### config.mk
export PLATFORM = sky130hd
export DESIGN_NAME = mem_wb_skid_reg
export DESIGN_NICKNAME = d
export VERILOG_FILES = /design/src/rtl/mem_wb_skid_reg.sv
export SDC_FILE = /design/constraint.sdc
export NUM_CORES = 1
export LEC_CHECK = 0
export ABC_AREA = 1
export CAP_MARGIN = 20
export CORE_ASPECT_RATIO = 1.2
export CORE_MARGIN = 10
export CORE_UTILIZATION = 35
export DETAILED_ROUTE_END_ITERATION = 6
export GPL_TIMING_DRIVEN = 0
export SKIP_LAST_GASP = 1
export SLEW_MARGIN = 20
export SYNTH_ARGS = -nofsm -noshare
export SYNTH_HDL_FRONTEND = slang
export SYNTH_SLANG_ARGS = --single-unit
### constraint.sdc
create_clock -name clk -period 2.09 [get_ports clk]
set_input_delay 0.5225 -clock clk [delete_from_list [all_inputs] [get_ports clk]]
set_output_delay 0.5225 -clock clk [all_outputs]
set_load 0.02 [all_outputs]
### src/rtl/mem_wb_skid_reg.sv
// MEM->WB pipeline boundary register with a valid/ready handshake and a
// 2-entry skid buffer (head H drives the outputs, skid S catches the entry
// that arrives while the head is stalled).
//
//   state    | meaning
//   ---------+-----------------------------------------------
//   ST_EMPTY | no entry held, outputs show a bubble
//   ST_ONE   | head holds an entry, skid free (in_ready=1)
//   ST_FULL  | head and skid both hold entries (in_ready=0)
//
// The state encoding is {H_valid, S_valid}. The combination (0,1) is never
// produced and is steered back to ST_EMPTY if it ever appears.
module mem_wb_skid_reg #(
  parameter int DATA_W = 32,
  parameter int DEST_W = 4
) (
  input  logic              clk,
  input  logic              rst,
  input  logic              flush,
  input  logic              in_valid,
  output logic              in_ready,
  input  logic              mem_read_in,
  input  logic              wb_en_in,
  input  logic [DEST_W-1:0] dest_in,
  input  logic [DATA_W-1:0] alu_result_in,
  input  logic [DATA_W-1:0] mem_result_in,
  output logic              out_valid,
  input  logic              out_ready,
  output logic              mem_read,
  output logic              wb_en,
  output logic [DEST_W-1:0] dest,
  output logic [DATA_W-1:0] alu_result,
  output logic [DATA_W-1:0] mem_result,
  output logic [DATA_W-1:0] wb_value,
  output logic [1:0]        occupancy
);

  typedef struct packed {
    logic              mem_read;
    logic              wb_en;
    logic [DEST_W-1:0] dest;
    logic [DATA_W-1:0] alu;
    logic [DATA_W-1:0] mem;
  } entry_t;

  typedef enum logic [1:0] {
    ST_EMPTY = 2'b00,
    ST_ONE   = 2'b10,
    ST_FULL  = 2'b11
  } state_t;

  state_t state_q, state_d;
  entry_t h_q, h_d;
  entry_t s_q, s_d;
  entry_t in_entry;

  logic h_valid;
  logic s_valid;
  logic accept;
  logic pop;

  assign in_entry = '{mem_read: mem_read_in, wb_en: wb_en_in, dest: dest_in,
                      alu: alu_result_in, mem: mem_result_in};

  assign h_valid = state_q[1];
  assign s_valid = state_q[0];

  // in_ready depends only on registered state, never on out_ready.
  assign in_ready = ~s_valid;
  assign accept   = in_valid & in_ready;
  assign pop      = h_valid & out_ready;

  // State and payload registers; reset clears payload so no X reaches outputs.
  always_ff @(posedge clk) begin
    if (rst) begin
      state_q <= ST_EMPTY;
      h_q     <= '0;
      s_q     <= '0;
    end else begin
      state_q <= state_d;
      h_q     <= h_d;
      s_q     <= s_d;
    end
  end

  // Next state and payload loads; flush empties the buffer but leaves payload stale.
  always_comb begin
    state_d = state_q;
    h_d     = h_q;
    s_d     = s_q;
    case (state_q)
      ST_EMPTY: begin
        if (accept) begin
          state_d = ST_ONE;
          h_d     = in_entry;
        end
      end
      ST_ONE: begin
        if (accept && pop) begin
          h_d = in_entry;
        end else if (accept) begin
          state_d = ST_FULL;
          s_d     = in_entry;
        end else if (pop) begin
          state_d = ST_EMPTY;
        end
      end
      ST_FULL: begin
        if (pop) begin
          state_d = ST_ONE;
          h_d     = s_q;
        end
      end
      default: state_d = ST_EMPTY;
    endcase
    if (flush) begin
      state_d = ST_EMPTY;
    end
  end

  // Outputs come from the head register only; wb_en is masked on bubbles.
  always_comb begin
    out_valid  = h_valid;
    mem_read   = h_q.mem_read;
    wb_en      = h_q.wb_en & h_valid;
    dest       = h_q.dest;
    alu_result = h_q.alu;
    mem_result = h_q.mem;
    wb_value   = h_q.mem_read ? h_q.mem : h_q.alu;
    occupancy  = 2'(h_valid) + 2'(s_valid);
  end

endmodule

; ---- Word level (Yosys, flattened, before mapping)
; Cells that the tools add are included.
[op_classes]
reduce_logical = 7
n_eq_ne = 7
add_sub_neg = 1
bitwise = 5
muxes = 11
[ops]
columns = operator, count
row1 = 2-to-1 mux 70 bit, 3
row2 = one-hot mux 70 bit (3 select lines), 1
row3 = 2-to-1 mux 32 bit, 1
row4 = 2-to-1 mux 2 bit, 5
row5 = "inequality test 2 bit, second input constant", 4
row6 = AND reduction 4 bit, 2
row7 = one-hot mux 2 bit (3 select lines), 1
row8 = "equality test 2 bit, second input constant", 2
row9 = AND 1 bit, 3
row10 = "inequality test 3 bit, second input constant", 1
row11 = AND reduction 3 bit, 1
row12 = nonzero test 3 bit, 1
row13 = adder 1 x 1 -> 2 bit, 1
row14 = logical NOT 2 bit, 1
row15 = NOT 1 bit, 2
row16 = OR reduction 2 bit, 1
row17 = logical AND 1 bit, 1
[word_totals]
out_inout_bits = 106
inputBits = 75
word_cells = 42
ff_bits = 142

; ---- Longest topological paths before layout
; Gate-level depths: netlist of the first run.
[depth]
depth_word = 5
ltp_mapped = 9
depth_no_buf = 8

; ---- Worst setup path before layout of the first run
; Ideal clock, no wire load.
[synth_timing]
path_kind = reg-to-reg
start = register state_q[1]
end = register h_q (netlist bit mem_result[10])
arrival_ps = 1865
required_ps = 1975
setup_time_ps = 115
n_path_buf = 2
setup_slack_ps = 110
synth_period_minus_slack_ps = 1980
path_stages_with_launch = 10
path_cell_list = dfxtp_1 inv_1 ha_1 or2_1 nand2_2 buf_6 buf_2 nand3_1 nand2_1 nor2_1
[synth_via]
elab_chain_len = 4
word_cells_on_any_way = 11
cone_classes = eq/ne: 5 / mux: 1 / bitwise: 1 / reduce/logical: 4
[synth_rtl]
columns = item, line_no
row1 = start: declaration, 52  ; state_t state_q, state_d;
row2 = start signal: assignment, 80  ; state_q <= state_d;
row3 = AND 1 bit, 71  ; assign pop = h_valid & out_ready;
row4 = logical AND 1 bit, 99  ; if (accept && pop) begin
row5 = inequality test 2 bit (no line), -
row6 = AND reduction 4 bit (no line), -
row7 = end signal: assignment, 77  ; h_q <= '0;
row8 = end signal: assignment, 81  ; h_q <= h_d;
row9 = end: declaration, 53  ; entry_t h_q, h_d;
; Several ways; a longest one is shown, not always the timed one.
; A chain may end at the register's enable or synchronous reset.

; ---- Worst setup path in the final report of the first run
[layout_timing]
start = register h_q (netlist bit mem_read)
end = output port wb_value[20]
[layout_via]
elab_chain_len = 1
[layout_rtl]
columns = item, line_no
row1 = 2-to-1 mux 32 bit, 129  ; wb_value = h_q.mem_read ? h_q.mem : h_q.alu;
row2 = end: declaration, 34  ; output logic [DATA_W-1:0] wb_value,
; No other way between the ends.

==> flow_results.org, run 1 <==
** Outcome
- The flow ran to the end, but the final reports show violations.
- The final reports fail on negative setup slack.

** Critical path
- The worst setup path is captured at an output pin.
- Crit path arrival time :: 1590 ps
- In this run the worst path has a maximum fanout of 8.
- The worst setup path is launched from a flop.
- The worst setup path is of the flop to output pin kind.
- Data required time at the worst endpoint :: 1570 ps

** STA
- Worst setup margin :: -26.3 ps
- Share of the cycle needed by the critical path after routing :: 101%
- Setup repair after global routing could not meet its margin everywhere.
- Setup violations remaining at the end of the flow were counted as 21.
- Timing would allow up to 473 MHz.
- Worst Clk Skew :: about 9.9 ps
- Clock period minus worst slack :: 2120 ps
- Slew of the pin with the lowest slew margin :: 642 ps
- Number of slew-limit violations in the final report :: 0
- Hold WS :: approximately 450 ps
- Final Hold Fails :: 0
- Measured against its own limit, the worst slew margin works out to between 50% and 60%.

** Detailed routing
- DRT Pass-1 Iters :: 5
- Met3 routed wirelength :: 1090 µm
- The final layout contains routed wiring with a total length of between 20000 and 25000 µm.
- After detailed routing, the average wire length per cell comes to between 15 and 20 µm.
- Topmost layer with routed signal wires :: met4
- Met2 routed WL :: around 12000 µm
- The detail route stage leaves a number of antenna-violating nets equal to 0.
- DRC violations left :: 0
- Using the TritonRoute via totals, the vias-per-cell ratio works out to about 4.8.
- For this block, the initial DRC count from the detailed router was roughly 430.
- Post-Route M1 WL :: roughly 11000 µm
- Number of vias after detailed routing :: ~7000

** Synth
- The synthesized netlist occupies a cell area of 0.00735 mm².
- Fraction of the yosys area taken by sequential cells :: between 30% and 40%
- A synthesized cell averages 7.41 µm².
- Number of warnings reported in the yosys synthesis log :: 0
- The number of nets in the synthesized netlist is ~1100.
- Cell count after synthesis :: between 900 and 1000
- Synthesis inferred between 100 and 150 register bits.
- Number of library cell types mapped by synthesis :: 20

** Layout
- Fraction of final layout cells with drive strength greater than 1 :: between 10% and 20%
- At the end of the flow, the number of nets in the layout was roughly 1300.
- Final antenna diode count :: 0
- Share of the core filled with cells in the final layout :: between 50% and 60%
- Compared with the post-synthesis result, the final layout area differs by 42.2%.

** Placed design
- Count of port buffers added during placement :: 180
- Routability Congestion :: around 0.85
- Detailed Place HPWL :: roughly 18000 µm

** Power
- Sequential share of power :: around a third
- Proportion of total power due to net switching :: a little under a third
- Switching Power :: ~3.1 mW
- VDD IR max :: around 0.00065 V
- Cell Int Power :: a little under 7 mW
- Comb pwr share :: 34.5%
- Summed over all cells, the static leakage comes to roughly 4.7 nW.
- The clock network burns between 30 and 40% of the power.
- Power density relative to cell area :: 963 mW/mm²

** GRT
- Global routing used roughly 17% of the available tracks across all layers.
- Vias in the first global route :: about 6800
- Pin count of the biggest net entering global routing :: 17
- The first global-routing pass estimated ~37000 µm of wire.
- The number of antenna violations at the first check in global routing was 0.
- Global routing finished with a remaining overflow of 0.

** Clock network
- Clock-pin slew was measured on the worst setup and hold paths at around 60 ps.
- The root buffer cell chosen for the clock tree is sky130_fd_sc_hd__clkbuf_16.
- Clock buffer count from CTS :: 17
- The clock drives between 100 and 150 sinks.
- The clock tree synthesis step divided the H-tree into 4 levels.
- Clock Path Buffers :: 2
- Clock latency on the worst-skew pair, taken at its later pin, is about 430 ps.
- TritonCTS built the clock tree.
- Number of hold buffers added after cts :: 0

** Die
- Die Outline Area :: 0.0272 mm²
- Core box area :: about 0.021 mm²
- The die is 152 µm wide.
- Top-level port count :: 181
- Row Count :: 58
- Die Y :: 179 µm
- Starting density of the core :: around a third

** Min path
- Type of the worst min-delay path :: flop to flop

** Job
- Across the run, the number of max-cap violations was 0.
## cell type report
| class | count | area, µm² |
|---|---|---|
| Multi-Input combinational cell | 624 | 3360 |
| Fill cell | 2077 | 10400 |
| Timing Repair Buffer | 186 | 1950 |
| Inverter | 79 | 297 |
| Clock inverter | 9 | 155 |
| Buffer | 146 | 1010 |
| Clock buffer | 23 | 488 |
| Tap cell | 270 | 338 |
| Sequential cell | 142 | 2850 |
## power by group through the flow
| stage | registers, mW | logic (mW) | clock network, mW |
|---|---|---|---|
| floorplan | 3.22 | 2.04 | 0 |
| global placement | 3.32 | 3.26 | 0 |
| detailed placement | 3.32 | 3.27 | 0 |
| CTS | 3.27 | 3.17 | 3.37 |
| global route | 3.31 | 3.74 | 3.48 |
| finish | 3.27 | 3.46 | 3.32 |
## routing by layer
| metal | up-vias | global-route usage (%) |
|---|---|---|
| met5 | - | 0 |
| met4 | 0 | 5.50 |
| met3 | 22 | 3.48 |
| met2 | 189 | 29.5 |
| met1 | 3228 | 20.6 |
| li1 | 3590 | - |
## critical path: stages, from the launching register on
cell,delay (ps)
sky130_fd_sc_hd__dfxtp_2,350
sky130_fd_sc_hd__clkbuf_16,200
sky130_fd_sc_hd__clkbuf_16,180
sky130_fd_sc_hd__mux2_4,300
sky130_fd_sc_hd__buf_6,130
## registers in the layout, indices dropped and copies added, names as in the netlist
register and flops:
s_q 70, alu_result 32, mem_result 32, dest 4
state_q 2, h_q 1, mem_read 1
## synthesized netlist by cell type
cell | count | area share [%]
sky130_fd_sc_hd__nand2_1 | 151 | 7.7
sky130_fd_sc_hd__a21oi_1 | 142 | 9.7
sky130_fd_sc_hd__dfxtp_1 | 142 | 39
sky130_fd_sc_hd__buf_4 | 76 | 7.8
sky130_fd_sc_hd__nand3_1 | 76 | 5.2
sky130_fd_sc_hd__inv_1 | 74 | 3.8
sky130_fd_sc_hd__nor2_1 | 73 | 3.7
sky130_fd_sc_hd__o21a_1 | 70 | 7.2
sky130_fd_sc_hd__o21ai_0 | 70 | 4.8
sky130_fd_sc_hd__mux2_2 | 32 | 4.9
sky130_fd_sc_hd__clkbuf_1 | 31 | 1.6
sky130_fd_sc_hd__buf_2 | 26 | 1.8
sky130_fd_sc_hd__buf_6 | 9 | 1.4
sky130_fd_sc_hd__buf_1 | 5 | 0.26
sky130_fd_sc_hd__ha_1 | 5 | 0.85
sky130_fd_sc_hd__inv_2 | 5 | 0.26
sky130_fd_sc_hd__nand2_2 | 2 | 0.17
sky130_fd_sc_hd__nand3_2 | 1 | 0.14
sky130_fd_sc_hd__nor2_4 | 1 | 0.15
sky130_fd_sc_hd__or2_1 | 1 | 0.085
## worst paths after layout
path                    from              to  slack (ps)  cells past startpoint
hold reg to reg      s_q[49]         s_q[49]         450                      2
hold / removal       s_q[49]         s_q[49]         450                      2
setup / recovery    mem_read    wb_value[20]         -30                      4
setup reg to reg  state_q[0]  mem_result[10]         150                      9
## cell families after synthesis
| group | after synthesis | share of synthesized area (%) |
|---|---|---|
| compound gates | 282 | 21.6 |
| fa+ha+maj | 5 | 0.851 |
| buf+inv | 226 | 16.8 |
| flops | 142 | 38.7 |
| mux | 32 | 4.90 |
| simple gates | 305 | 17.2 |
## timing repair
action,in CTS,in global routing
gates resized for setup,159,112
gates cloned,0,3
buffers inserted,2,1
endpoints found under the setup margin,63,65
## cells in the final DEF, fill, tap and decap left out, types with 5 or more instances in the layout
| cell type | n |
|---|---|
| sky130_fd_sc_hd__mux2_4 | 24 |
| sky130_fd_sc_hd__nor2_1 | 73 |
| sky130_fd_sc_hd__nand3_1 | 76 |
| sky130_fd_sc_hd__a21oi_1 | 142 |
| sky130_fd_sc_hd__dfxtp_1 | 139 |
| sky130_fd_sc_hd__o21ai_0 | 70 |
| sky130_fd_sc_hd__buf_4 | 78 |
| sky130_fd_sc_hd__inv_2 | 5 |
| sky130_fd_sc_hd__buf_6 | 41 |
| sky130_fd_sc_hd__o21a_1 | 70 |
| sky130_fd_sc_hd__clkbuf_1 | 30 |
| sky130_fd_sc_hd__inv_1 | 74 |
| sky130_fd_sc_hd__mux2_2 | 8 |
| sky130_fd_sc_hd__clkbuf_16 | 21 |
| sky130_fd_sc_hd__clkdlybuf4s50_1 | 122 |
| sky130_fd_sc_hd__ha_1 | 5 |
| sky130_fd_sc_hd__buf_2 | 23 |
| sky130_fd_sc_hd__nand2_1 | 151 |
| sky130_fd_sc_hd__dlygate4sd2_1 | 13 |
| sky130_fd_sc_hd__dlymetal6s2s_1 | 12 |
## metrics by stage
| step | total power, mW | setup WS [ps] | cells | TNS (ps) | instance area, µm² |
|---|---|---|---|---|---|
| 3_5_place_dp | 6.59 | -535 | 1442 | -56820 | 9490 |
| 3_3_place_gp | 6.58 | -593 | 1442 | -56030 | 9490 |
| 6_report | 10.1 | -26.3 | 1479 | -247 | 10400 |
| 2_1_floorplan | 5.26 | 110 | 992 | 0 | 7350 |
| 5_1_grt | 10.5 | -58.7 | 1479 | -1130 | 10400 |
| 4_1_cts | 9.81 | -130 | 1475 | -848 | 10000 |
No activity file was read; power rests on OpenSTA's default activity.
==> inputs of run 2 (changes only) <==
==> constraint.sdc (replaced) <==
create_clock -name clk -period 2.09 [get_ports clk]
set_input_delay 0.209 -clock clk [delete_from_list [all_inputs] [get_ports clk]]
set_output_delay 0.209 -clock clk [all_outputs]
set_load 0.02 [all_outputs]
==> run 2 against run 1 <==
Against the previous run: the run now ends clean; sequential share of layout area is 0.88 points higher; hold slack worse by 35 ps; fmax is 6.1% higher; cell count is 0.34% lower; clock power hardly changed; count of clock-buffer cells in the layout stayed put; utilization is 1.6 points lower; via count is 1.1% lower; non-clock buffer count is 6 lower; highest routed layer unchanged.
==> flow_results.org, run 2 (synthesis results as in run 1) <==
** Outcome
- The flow ran to the end, and the final reports show no timing, DRC or antenna violations.

** Layout
- Most common cell after layout, fill and taps aside :: sky130_fd_sc_hd__nand2_1
- Ranked by flip-flop count, first place goes to s_q.
- Commonest cells after routing, fill and taps aside :: sky130_fd_sc_hd__nand2_1, sky130_fd_sc_hd__clkdlybuf4s50_1, sky130_fd_sc_hd__a21oi_1
- Flip-flop and latch area :: 0.00285 mm² (unchanged)
- The share of layout cells above drive strength 1 was 15.5% (-3.3 points).
- Filler instances :: 2127 (+2.4%)
- The design area was 0.0101 mm² (-3.1%).
- The flip-flop count of the largest register, all copies and words added came to 70 (unchanged).
- The multi-input logic area came to 0.00327 mm² (-2.7%).
- The area growth from synthesis to layout is 37.7%.
- The final-stage net count came to 1270 (-0.47%).

** Clock network
- The total number of H-tree levels is 4 (unchanged).
- The total of hold buffers inserted after clock tree synthesis is 0 (unchanged).
- Clock buffer count from CTS :: 17 (unchanged)
- The number of buffers between clock root and the deepest sink is 2 (unchanged).
- The cell sitting at the root of the clock tree is a sky130_fd_sc_hd__clkbuf_16.
- TritonCTS built the clock tree.
- Clock Latency Late Sink :: 430 ps (about the same)
- Clk pin slew, worst setup/hold paths :: 60 ps (about the same)
- The number of sinks driven by the clock tree was 142 (unchanged).

** Detailed routing
- The count of TritonRoute iterations in the first routing pass was 5 (unchanged).
- The routed wire length came to 23800 µm (-2.5%).
- ANT nets after route :: 0 (unchanged)
- The count of routing violations after the opening detailed-route iteration is 386 (-9.6%).
- The final routed DRC violation total came to 0 (unchanged).
- Number of vias after detailed routing :: 6954 (-1.1%)
- The routed length per placed instance was 16.1 µm (-2.2%).
- The average vias per placed instance was 4.72 (-0.73%).

** Critical path
- Data required time at the worst endpoint :: 1880 ps (+310 ps)
- Crit path kind :: flop to output pin
- The data arrival time of the worst path is 1790 ps (+200 ps).
- Worst-path fanout max :: 7 (-1)
- The worst setup path is captured at an output pin.
- Critical path launch point type :: flop

** Die
- The initial core utilization was 35.3% (unchanged).
- The die width came to 152 µm (unchanged).
- Top-level port count :: 181 (unchanged)
- The area inside the core boundary came to 0.0208 mm² (unchanged).
- Row Count :: 58 (unchanged)
- Die Outline Area :: 0.0272 mm² (unchanged)
- The height of the die was 179 µm (unchanged).

** STA
- Final Hold Fails :: 0 (unchanged)
- Post-Route Setup TNS :: 0 ps (+247 ps)
- Setup repair after global routing left no endpoint under its margin.
- The number of max-slew violations in the final report came to 0 (unchanged).
- Clock period minus worst slack :: 2000 ps (-121 ps)
- The final worst hold slack was 417 ps (-35.2 ps).
- The share of the cycle needed by the critical path after routing is 95.5% (-5.8 points).
- Slew of the pin with the lowest slew margin :: 673 ps (+31.8 ps)
- The final setup violation count came to 0 (-100%).
- The worst max-slew margin expressed relative to the limit was 55.1% (-2.1 points).
- Worst Clk Skew :: 15.1 ps (+5.15 ps)
- The highest clock rate is 501 MHz (+6.1%).

** Placed design
- The number of input and output port buffers inserted is 180 (unchanged).
- The last weighted congestion value of the routability-driven placer came to 0.846 (unchanged).
- Detailed Place HPWL :: 18200 µm (unchanged)
- Standard cell area after detailed placement :: 0.00949 mm² (unchanged)

** GRT
- The number of global-route vias before repair came to 6819 (-0.13%).
- The leftover overflow at the end of global routing came to 0 (unchanged).
- The global-route usage over all layers was 17.0% (+0.020 points).
- Number of antenna violations at the first check in global routing :: 1 (+1)
- Global-route wire length before repair :: 37200 µm (about the same)
- Pin count of the biggest net entering global routing :: 17 (unchanged)

** Power
- The internal power of the cells was 6.68 mW (-3.3%).
- Comb pwr share :: 32.3% (-2.2 points)
- The share of total power in the clock network was 34.1% (+1.1 points).
- The net switching fraction of the power was 31.4% (+0.12 points).
- The peak supply drop was 0.000644 V (-0.94%).
- Switching Power :: 3.06 mW (-2.7%)
- The register share of total power was 33.6% (+1.0 points).
- LEAKAGE :: 4.36 nW (-6.9%)
- The power density over the cells came to 963 mW/mm² (about the same).

** Job
- Max-cap violation count :: 0 (unchanged)

** Min path
- Type of the worst min-delay path :: input port to flop
run 2: per-layer routing:
layer  vias up  share of wire (%)  track usage [%]
met1      3180                 44             20.6
met3        19                4.9             3.50
met4         0                1.8             6.02
li1       3581                  -                -
met5         -                  0                0
met2       174                 49             29.3
run 2: critical path, stage by stage (launching register included):
cell and delay, ps:
sky130_fd_sc_hd__dfxtp_4 440, sky130_fd_sc_hd__mux2_2 370, sky130_fd_sc_hd__clkdlybuf4s50_1 550
run 2: path summary, 6_finish.rpt:
| path | cells after the start | slack, ps | end | start |
|---|---|---|---|---|
| setup / recovery | 2 | 90 | wb_value[1] | mem_read |
| hold reg to reg | 2 | 450 | s_q[49] | s_q[49] |
| hold / removal | 4 | 420 | state_q[0] | flush |
| setup reg to reg | 9 | 130 | mem_result[10] | state_q[1] |
run 2: repair_timing:
item                       4_1_cts  5_1_grt
buffers inserted                 0        0
gates resized for setup         37        5
setup endpoints to repair       41       19
cloned                           0        0
run 2: power by group through the flow:
stage | sequential, mW | clock (mW) | combinational (mW)
floorplan | 3.22 | 0 | 2.04
global placement | 3.32 | 0 | 3.26
detailed placement | 3.32 | 0 | 3.27
CTS | 3.28 | 3.37 | 3.18
global route | 3.32 | 3.48 | 3.43
finish | 3.27 | 3.32 | 3.15
run 2: final cells by class:
| class | count | area share [%] |
|---|---|---|
| Clock buffer | 23 | 4.82 |
| Inverter | 79 | 2.93 |
| Antenna cell | 1 | 0.0247 |
| Multi-Input combinational cell | 624 | 32.3 |
| Timing Repair Buffer | 180 | 17.5 |
| Buffer | 146 | 9.39 |
| Tap cell | 270 | 3.34 |
| Sequential cell | 142 | 28.2 |
| Clock inverter | 9 | 1.53 |
run 2: metrics by stage:
step | utilization [%] | power, mW | setup slack (ps) | instances
after CTS | 48.5 | 9.83 | -111 | 1473
final | 48.6 | 9.74 | 94.7 | 1474
after global placement | 45.5 | 6.58 | -280 | 1442
after global routing | 48.6 | 10.2 | 0.108 | 1474
after floorplan | - | 5.26 | 110 | 992
after detailed placement | 45.5 | 6.59 | -221 | 1442
